**config.mk**
```make
export PLATFORM = sky130hd
export DESIGN_NAME = sad_accumulator
export DESIGN_NICKNAME = d
export VERILOG_FILES = /design/src/rtl/sad_accumulator.sv
export SDC_FILE = /design/constraint.sdc
export NUM_CORES = 1
export LEC_CHECK = 0
export CORE_ASPECT_RATIO = 1.1
export CORE_MARGIN = 4
export CORE_UTILIZATION = 52
export DETAILED_ROUTE_END_ITERATION = 8
export HOLD_SLACK_MARGIN = 0.02
export PLACE_DENSITY = 0.8
export SLEW_MARGIN = 0
export SYNTH_ARGS = -nofsm -noshare
export SYNTH_HDL_FRONTEND = slang
export SYNTH_SLANG_ARGS = --single-unit
```
**constraint.sdc**
```tcl
create_clock -name clk_i -period 3.9 [get_ports clk_i]
set_clock_uncertainty 0.05 [all_clocks]
set_input_delay 1.17 -clock clk_i [delete_from_list [all_inputs] [get_ports clk_i]]
set_output_delay 1.17 -clock clk_i [all_outputs]
set_load 0.03 [all_outputs]
```
**src/rtl/sad_accumulator.sv**
```systemverilog
// Sum-of-absolute-differences accumulator: sums N diff beats per block, flags sad <= thresh.
// Optional block-peak tracking is enabled by defining SAD_PEAK_TRACK_EN; otherwise peak_o is tied to 0.
module sad_accumulator #(
    parameter int N = 16,
    parameter int W = 8,
    localparam int SW = W + $clog2(N)
) (
    input  logic          clk_i,
    input  logic          rst_n_i,
    input  logic          start_i,
    input  logic [W-1:0]  diff_i,
    input  logic          in_valid_i,
    output logic          in_ready_o,
    input  logic [SW-1:0] thresh_i,
    output logic [SW-1:0] sad_o,
    output logic          hit_o,
    output logic [W-1:0]  peak_o,
    output logic          out_valid_o,
    input  logic          out_ready_i
);
    localparam int CW = (N > 1) ? $clog2(N) : 1;
    localparam logic [CW-1:0] LAST = CW'(N - 1);

    typedef enum logic [1:0] {IDLE, ACCUM, DONE} state_t;

    state_t        state_q;
    logic [SW-1:0] acc_q, acc_d, thresh_q, sad_q;
    logic [CW-1:0] cnt_q;
    logic          hit_q, in_ready_q, out_valid_q;
    logic          start_acc;

    assign acc_d     = acc_q + SW'(diff_i);
    // A new block can open from IDLE, or straight out of DONE when the result is taken.
    assign start_acc = start_i && ((state_q == IDLE) || (state_q == DONE && out_ready_i));

    always_ff @(posedge clk_i) begin
        if (!rst_n_i) begin
            state_q     <= IDLE;
            acc_q       <= '0;
            cnt_q       <= '0;
            thresh_q    <= '0;
            sad_q       <= '0;
            hit_q       <= 1'b0;
            in_ready_q  <= 1'b0;
            out_valid_q <= 1'b0;
        end else begin
            case (state_q)
                IDLE: begin
                    if (start_i) begin
                        state_q    <= ACCUM;
                        in_ready_q <= 1'b1;
                    end
                end
                ACCUM: begin
                    if (in_valid_i) begin
                        acc_q <= acc_d;
                        cnt_q <= cnt_q + 1'b1;
                        if (cnt_q == LAST) begin
                            state_q     <= DONE;
                            in_ready_q  <= 1'b0;
                            out_valid_q <= 1'b1;
                            sad_q       <= acc_d;
                            hit_q       <= (acc_d <= thresh_q);
                        end
                    end
                end
                DONE: begin
                    if (out_ready_i) begin
                        out_valid_q <= 1'b0;
                        if (start_i) begin
                            state_q    <= ACCUM;
                            in_ready_q <= 1'b1;
                        end else begin
                            state_q <= IDLE;
                        end
                    end
                end
                default: state_q <= IDLE;
            endcase
            if (start_acc) begin
                acc_q    <= '0;
                cnt_q    <= '0;
                thresh_q <= thresh_i;
            end
        end
    end

    assign in_ready_o  = in_ready_q;
    assign out_valid_o = out_valid_q;
    assign sad_o       = sad_q;
    assign hit_o       = hit_q;

`ifdef SAD_PEAK_TRACK_EN
    logic [W-1:0] peak_q;
    logic         beat;

    assign beat = (state_q == ACCUM) && in_valid_i;

    always_ff @(posedge clk_i) begin
        if (!rst_n_i) begin
            peak_q <= '0;
        end else if (start_acc) begin
            peak_q <= '0;
        end else if (beat && (diff_i > peak_q)) begin
            peak_q <= diff_i;
        end
    end

    assign peak_o = peak_q;
`else
    assign peak_o = '0;
`endif

endmodule
```
==> run_results.csv <==
group,metric,value,unit
status,status,"finished, final reports clean",
grt,overflow,0,
sta,setup_violations,0,
yosys,netlist_area,0.002531,mm2
yosys,synth_top_area_share,35.59,%
final_layout,multi_input_area,0.001463,mm2
setup_path,critPathMostFrequentCell,"ha_1",
drt,ant_nets,0,
sta,fmax,268.5,MHz
drt,drc,0,
setup_path,cp.arrival,3880,ps
cts,insertion_delay,290,ps
yosys,synth-main-ff-cell,"dfxtp_1",
drt,drtIter0Drc,66,
final_layout,antennaDiodeCount,0,
cts,cts_tree,"done",
cts,clk_path_buf_depth,2,
floorplan,dieArea,0.006049,mm2
setup_path,path_cells,"clkdlybuf4s50_1 > ha_1 > a21o_2 > a221oi_2 > buf_4 > o21ba_1 > or3_1 > nand2_1 > ha_1 > nand4_1 > nor4_2 > a21oi_1 > o32ai_1",
drt,vias_per_cell,5.435,
min_path,hold-path-endpoint,"sad_o[0]",
floorplan,pin_count,48,
final_layout,filler_cell_count,405,
final_layout,syn_to_final_growth,24.47,%
pwr,p_leak,1.247,nW
final_layout,layout-drive-gt1-share,10.90,%
floorplan,rows,26,
setup_path,required,4060,ps
job,drv_cap,0,
drt,wl_met1,2.570,mm
final_layout,utilization,67.25,%
sta,worst_hold_slack,405.4,ps
drt,drtPass1Iterations,4,
drt,num_vias,2299,
setup_path,worst-path-buf-inv,2,
setup_path,crit_family,"compound AO/OA/AOI/OAI gates",
floorplan,die_y,81.18,um
drt,routed_wl,5.758,mm
pwr,vdd_drop_max,0.0002401,V
cts,cts_sinks,45,
pwr,power_density,305.3,mW/mm2
yosys,postSynthAreaPerCell,8.061,um2
grt,grt_max_degree,26,
yosys,ys_ff_latch,45,
sta,final_max_slew_viol_count,0,
drt,met2_length,2.844,mm
setup_path,cp-start-kind,"input pin",
yosys,ys_async_sr_fraction,0,%
sta,rsz0062_at_grt,"no",
setup_path,slowest_delay,400,ps
sta,hold_viol,0,
floorplan,core,0.004684,mm2
setup_path,rr_startpoint,"acc_q[3]",
cts,h-tree-depth,2,
grt,grtUsageTotal,20.14,%
grt,grt_pass1_vias,2312,
drt,wl_met3,236,um
yosys,synth_seq_area_share,35.59,%
drt,wl_per_cell,13.61,um
sta,period_minus_slack,3725,ps
setup_path,endpoint_kind,"flip-flop",
place,dp_hpwl,4.339,mm
final_layout,regArea,900.9,um2
cts,cts_buffers,5,
yosys,yosysTopAreaCell,"dfxtp_1",
sta,worst_pin_slew,896.4,ps
sta,maxSlewHeadroom,40.02,%
place,place.gp.congestion,0.8411,
grt,antenna_found_initial,0,
floorplan,start_util,54.03,%
pwr,power.total,0.9618,mW
min_path,hp-class,"reg -> reg",
grt,grt_pass1_wl,9.666,mm
place,io_buffers,39,
setup_path,critPathMaxFanout,4,
yosys,synth-edff-count,0,
final_layout,fin_nets,414,
drt,highest_layer,"met4",
setup_path,r2r-end,"hit_o",
floorplan,die_x,74.52,um
final_layout,fin_cells,423,
setup_path,rrSetupSlack,1160,ps
yosys,yosysWarnings,0,
place,dp_cells,416,
yosys,synth.distinct_cells,49,
min_path,min_from,"sad_o[0]",
cts,clk_pin_slew,80,ps
cts,post_cts_buffers,0,
sta,fin_tns_setup,0,ps
yosys,syn_inst,314,
cts,cts_root_buf,"clkbuf_8",
setup_path,cp_slowest_cell,"clkdlybuf4s50_1",
yosys,synthTopCellsByArea,"dfxtp_1 36%, ha_1 10%, a21oi_1 7.5%",
setup_path,worstRegToRegCells,12,
sta,fin_crit_sh,95.51,%
min_path,hold_depth,2,
setup_path,criticalPathCategory,"in -> reg",
flip-flops by register name (all words and copies together), names as in the netlist:
register / cells
acc_q: 12
cnt_q: 4
hit_o: 1
in_ready_o: 1
out_valid_o: 1
sad_o: 12
state_q: 2
thresh_q: 12
cells in the mapped netlist, drive strengths merged (2+ instances only):
cell / number
dfxtp: 45
nand2: 45
a21oi: 38
o21ai: 24
ha: 21
nor2: 21
inv: 19
buf: 12
clkbuf: 10
a21o: 7
nand3: 7
nand4: 7
xnor2: 7
a211oi: 6
nor2b: 6
xor2: 5
and3: 4
a221oi: 2
and2: 2
nand2b: 2
nor3: 2
o211ai: 2
o21ba: 2
or3: 2
area by class of cell:
type                       instances  area share [%]
tap                               56           2.224
timing repair buffer              61           17.63
multi-input combinational        235           46.43
sequential                        45           28.59
clock inverter                     1          0.2383
clock buffer                       6           2.621
inverter                          19           2.264
per-layer routing:
metal	GRT usage, %	up-vias
met5	0	-
met4	7.117	0
met3	3.218	9
met2	35.76	47
met1	24.19	1066
li1	-	1177
cells in the final DEF (no fill, tap or decap), drive strengths merged, types with 8 or more instances in the layout:
cell	synthesis	routed
conb	1	8
buf	12	22
a21oi	38	38
o21ai	24	24
nor2	21	21
ha	21	21
inv	19	19
dfxtp	45	45
clkdlybuf4s50	0	39
nand2	45	45
worst reg2reg max path, delay by kind of cell (launching register included):
kind	cells	cell delay, ps
compound gates	5	850
simple gates	4	660
fa+ha+maj	2	630
flops	1	320
buf+inv	1	170
metrics by stage:
| step | setup WS, ps | cell area, um2 |
|---|---|---|
| finish | 174.9 | 3151 |
| floorplan | 368.0 | 2557 |
| global placement | -207.8 | 3047 |
| detailed placement | -275.3 | 3047 |
| global route | 3.007 | 3151 |
| CTS | 38.32 | 3137 |
logic make-up (layout without fill, tap and decap cells):
family	Yosys count	in the layout	synth area share [%]
flip-flops	45	45	35.59
other	1	8	0.1482
XOR/XNOR	12	12	4.152
buffers and inverters	41	87	8.206
adder cells (fa/ha/maj)	22	22	11.17
AND/OR/NAND/NOR	103	103	18.98
AO/OA/AOI/OAI	89	89	21.35
multiplexers	1	1	0.3955
how the worst max path moves through the flow:
stage               cells past startpoint       from  endpoint  slack (ps)
floorplan                              11  diff_i[0]     hit_o         370
global placement                       12  diff_i[0]     hit_o        -210
detailed placement                     12  diff_i[0]     hit_o        -280
CTS                                    12  diff_i[0]     hit_o          40
global route                           13  diff_i[1]     hit_o           3
finish                                 13  diff_i[3]     hit_o         170
report_power, final:
| group | switching, mW | total (mW) | internal (mW) |
|---|---|---|---|
| Combinational | 0.102 | 0.190 | 0.0886 |
| Clock | 0.153 | 0.293 | 0.140 |
| Sequential | 0.00680 | 0.478 | 0.471 |
what timing repair did:
action / CTS / global route
hold buffers: 0 / 0
endpoints found under the setup margin: 0 / 1
gates resized for setup: 0 / 3
No activity file was read; power rests on OpenSTA's default activity.
